## src/rtl/fetch_unit.sv

```systemverilog
// Instruction fetch stage: requests words from instruction memory,
// holds them for decode and follows branch redirects from execute.
module fetch_unit #(
    parameter logic [31:0] RESET_PC = 32'h0000_0000,
    parameter int          PC_STEP  = 4
) (
    input  logic        clk,
    input  logic        rst_n,
    output logic        imem_req,
    output logic [31:0] imem_addr,
    input  logic        imem_ack,
    input  logic [31:0] imem_rdata,
    input  logic        stall,
    input  logic        branch_valid,
    input  logic [31:0] branch_target,
    output logic [31:0] instr,
    output logic        instr_valid,
    output logic [3:0]  a1,
    output logic [3:0]  a2,
    output logic [3:0]  a3,
    output logic [15:0] r15,
    output logic [31:0] pc
);

    typedef enum logic [1:0] {
        IDLE = 2'd0,
        REQ  = 2'd1,
        HOLD = 2'd2
    } state_t;

    state_t      state;
    logic        redirect_pending;
    logic [31:0] target_q;
    logic        is_store;

    always_ff @(posedge clk or negedge rst_n) begin
        if (!rst_n) begin
            state            <= IDLE;
            pc               <= RESET_PC;
            instr            <= '0;
            instr_valid      <= 1'b0;
            redirect_pending <= 1'b0;
            target_q         <= '0;
            imem_req         <= 1'b0;
        end else begin
            unique case (state)
                IDLE: begin
                    if (branch_valid)
                        pc <= branch_target;
                    imem_req <= 1'b1;
                    state    <= REQ;
                end
                REQ: begin
                    // The request stays up until acked; a redirect only
                    // takes effect once the in-flight word is returned.
                    if (imem_ack) begin
                        if (redirect_pending || branch_valid) begin
                            pc <= branch_valid ? branch_target : target_q;
                            redirect_pending <= 1'b0;
                        end else begin
                            instr       <= imem_rdata;
                            instr_valid <= 1'b1;
                            imem_req    <= 1'b0;
                            state       <= HOLD;
                        end
                    end else if (branch_valid) begin
                        redirect_pending <= 1'b1;
                        target_q         <= branch_target;
                    end
                end
                HOLD: begin
                    if (branch_valid) begin
                        pc          <= branch_target;
                        instr_valid <= 1'b0;
                        imem_req    <= 1'b1;
                        state       <= REQ;
                    end else if (!stall) begin
                        pc          <= pc + 32'(PC_STEP);
                        instr_valid <= 1'b0;
                        imem_req    <= 1'b1;
                        state       <= REQ;
                    end
                end
                default: begin
                    state    <= IDLE;
                    imem_req <= 1'b0;
                end
            endcase
        end
    end

    assign imem_addr = pc;
    assign r15       = pc[15:0] + 16'd8;
    assign is_store  = (instr[27:26] == 2'b01) && !instr[20];

    always_comb begin
        a1 = 4'h0;
        a2 = 4'h0;
        a3 = 4'h0;
        if (instr_valid) begin
            a1 = instr[19:16];
            a3 = instr[15:12];
            a2 = is_store ? instr[15:12] : instr[3:0];
        end
    end

endmodule

```

## config.mk

```make
export PLATFORM = sky130hd
export DESIGN_NAME = fetch_unit
export DESIGN_NICKNAME = d
export VERILOG_FILES = /design/src/rtl/fetch_unit.sv
export SDC_FILE = /design/constraint.sdc
export NUM_CORES = 1
export LEC_CHECK = 0
export CAP_MARGIN = 10
export CORE_UTILIZATION = 48
export CTS_BUF_LIST = sky130_fd_sc_hd__clkbuf_4
export CTS_CLUSTER_DIAMETER = 40
export CTS_CLUSTER_SIZE = 14
export DETAILED_ROUTE_END_ITERATION = 16
export GPL_TIMING_DRIVEN = 0
export PLACE_DENSITY = 0.83
export SLEW_MARGIN = 25
export SYNTH_ARGS = -nofsm -noshare
export SYNTH_HDL_FRONTEND = slang
export SYNTH_SLANG_ARGS = --single-unit
export TNS_END_PERCENT = 1
```

## constraint.sdc

```tcl
create_clock -name clk -period 2.9 [get_ports clk]
set_clock_uncertainty 0.15 [all_clocks]
set_input_delay 0.435 -clock clk [delete_from_list [all_inputs] [get_ports clk]]
set_output_delay 0.435 -clock clk [all_outputs]
set_load 0.1 [all_outputs]
```

==> results.md <==
- sky130_fd_sc_hd__clkdlybuf4s50_1 — most common cell after layout, fill and taps aside
- 0.418 — share of synthesized area occupied by flip-flops and latches
- 3.10 ns — required time at the worst-slack endpoint
- 0 — Max-cap violations
- 491 — DR iter-0 viols
- 0 — number of pins exceeding their max-slew limit in the final report
- 6 — first drt pass iteration count
- 0 — Final Hold Viols
- 9 — number of CTS-inserted buffers
- 0.17 ns — clock transition time at the flip-flop clock pins of the worst setup and hold paths
- 72 — pin count of the biggest net entering global routing
- 0.327 — Slew headroom
- 0.949 — Placer Congestion
- 6050 um^2 — post-synthesis cell area
- sky130_fd_sc_hd__dfrtp_1 — primary flip-flop cell chosen by synthesis mapping
- 5925 — number of global-route vias before repair
- 684 — net count after synthesis
- 13100 um^2 — DIE AREA
- 609 — instance count of the mapped netlist
- 0.49 ns — latest clock arrival within the worst-skew pair
- 114 um — Chip Height
- 14000 um — total half-perimeter wirelength after legalization and detailed placement
- 2 — maximum number of buffers from clock root to sink
- 0.349 GHz — highest achievable clock rate
- register — CP Launch Type
- 2.86 ns — final critical path time including I/O delays and setup
- 101 — number of synthesized register bits
- 63 — number of different library cells in the post-synthesis netlist
- 101 — Clock Sink Count
- 10 — Max Fanout on Critical Path
- 0.705 — final core occ
- 1 — initial antenna violation count
- input port to async pin — worst min-delay path category
- 19300 um — final routed wirelength across all metal layers
- 41.7% — Syn-to-layout area delta
- 0 — number of synthesized flops with an enable pin
- 0.262 — share of cells above drive strength 1
- 0.498 — initial core utilization
- 0.0365 ns — post-layout worst setup margin
- 1.01 ns — transition at the pin with the smallest max-transition slack
- 0 — Antenna Violating Nets Remaining
- 30000 um — wire length of the first global-routing pass
- 12200 um^2 — core area
- sky130_fd_sc_hd__clkbuf_4 — clk root buf
- 0 — total gr overflow
- 114 um — Die Wd
- 972 — cell count after placement
- 5.98 — Vias/cell
- finished clean — status
- 0 — Yosys warning total
- yes — RSZ-0062 raised after global routing
- 5936 — vias after detailed routing
- built — clock tree from TritonCTS
- 195 — top-level I/O count
- 893 — number of nets in the layout
- -0.917 ns — pre-CTS setup slack
- 194 — port buffer count
- register — Critical Path Sink Type
- 0.987 — fraction of the cycle the final worst path needs
- 0 ns — aggregate negative setup slack
- 0 — DRC
- 3.06 ns — critical path data arrival time
- 992 — non-filler instance count after layout
- 158 x sky130_fd_sc_hd__clkdlybuf4s50_1, 93 x sky130_fd_sc_hd__dfrtp_1, 57 x sky130_fd_sc_hd__mux2_2, 51 x sky130_fd_sc_hd__buf_4, 43 x sky130_fd_sc_hd__o21ai_0 — most frequent cells in the layout
- 3 — CTS H-tree depth
- 9.94 um^2 — mean post-synth cell area
- 1.00 — async set or reset register ratio after synthesis
- 0.298 — GRT Util Overall
- 40 — Row Count
- register to register — critical path start-end classification
- 0 — final setup violating endpoints
- 19.4 um — wire per inst
flip-flops by register name, indices dropped and copies added (netlist names):
signal            cells
state                 2
imem_req              1
instr_valid           1
imem_addr            32
redirect_pending      1
target_q             32
instr                32
final cells by class:
class | instances | area [um^2]
repair buffers | 198 | 1940
clock buffers | 9 | 67.6
flip-flops and latches | 101 | 2540
diodes | 1 | 2.50
inverters | 15 | 61.3
clock inverters | 7 | 73.8
well taps | 168 | 210
multi-input cells | 413 | 3190
fillers | 939 | 3580
plain buffers | 80 | 497
cells in the mapped netlist, drive strengths merged (4+ instances only):
master | number | area (um^2)
inv | 14 | 52.6
and4 | 10 | 88.8
buf | 64 | 420
nor2b | 9 | 56.3
nor4 | 8 | 92.6
a32oi | 7 | 61.3
a21oi | 19 | 95.1
and2 | 11 | 68.8
clkbuf | 16 | 61.3
o21ai | 52 | 260
o31ai | 4 | 30.0
mux2 | 61 | 687
a31oi | 14 | 87.6
nor3 | 8 | 40.0
a22o | 11 | 96.3
mux2i | 10 | 100
nand2b | 4 | 25.0
xnor2 | 10 | 87.6
a221oi | 5 | 50.0
nand4 | 7 | 77.6
ha | 6 | 75.1
a41oi | 5 | 43.8
nor2 | 33 | 124
xor2 | 8 | 70.1
a22oi | 16 | 120
nand2 | 35 | 131
o22ai | 7 | 43.8
o2bb2ai | 4 | 35.0
and3 | 4 | 25.0
dfrtp | 101 | 2530
nand3 | 22 | 110
worst max-delay path, cell delays in order (launching register included):
cell                       delay, ns
sky130_fd_sc_hd__dfrtp_1        0.44
sky130_fd_sc_hd__inv_1          0.11
sky130_fd_sc_hd__ha_1           0.16
sky130_fd_sc_hd__nor2b_1        0.12
sky130_fd_sc_hd__clkbuf_1       0.50
sky130_fd_sc_hd__a221oi_4       0.15
sky130_fd_sc_hd__nand2_1        0.28
sky130_fd_sc_hd__clkbuf_1       0.59
sky130_fd_sc_hd__a22oi_1        0.23
kinds of logic after synthesis:
logic type,share of synthesized area
AO/OA/AOI/OAI,0.183
AND/OR/NAND/NOR,0.142
flip-flops,0.418
buffers and inverters,0.0889
multiplexers,0.130
XOR/XNOR,0.0261
adder cells (fa/ha/maj),0.0124
path summary, 6_finish.rpt:
path	startpoint	to	slack, ns	cells after the start
worst max-delay path	state[0]	imem_addr[14]	0.04	8
worst min-delay path	rst_n	imem_addr[14]	0.23	2
worst max register to register	state[0]	imem_addr[14]	0.04	8
worst min register to register	instr[21]	instr[21]	0.37	1
max in group asynchronous	rst_n	imem_addr[6]	1.71	3
min in group clk	instr[21]	instr[21]	0.37	1
per-layer routing:
| layer | wire length (um) | up-vias | GRT usage |
|---|---|---|---|
| met2 | 9330 | 416 | 0.499 |
| li1 | - | 2621 | - |
| met1 | 7080 | 2841 | 0.353 |
| met4 | 580 | 0 | 0.132 |
| met3 | 2270 | 58 | 0.0916 |
| met5 | 0 | - | 0 |
metrics by stage:
stage                     area [um^2]  hold slack (ns)
final                            8580            0.230
after floorplan                  6200          -0.0106
after global placement           8360            0.313
after global routing             8580            0.232
after detailed placement         8380            0.188
after CTS                        8580            0.217
timing repair:
item / in CTS / in global routing
hold buffers: 1 / 0
endpoints found under the hold margin: 30 / 0
pin swaps: 2 / 2
gates resized for setup: 100 / 41
setup endpoints to repair: 49 / 45
buffers inserted: 1 / 1
Power is not shown: default switching activity piles up to over one toggle a cycle in this logic, so the estimate is an artifact.
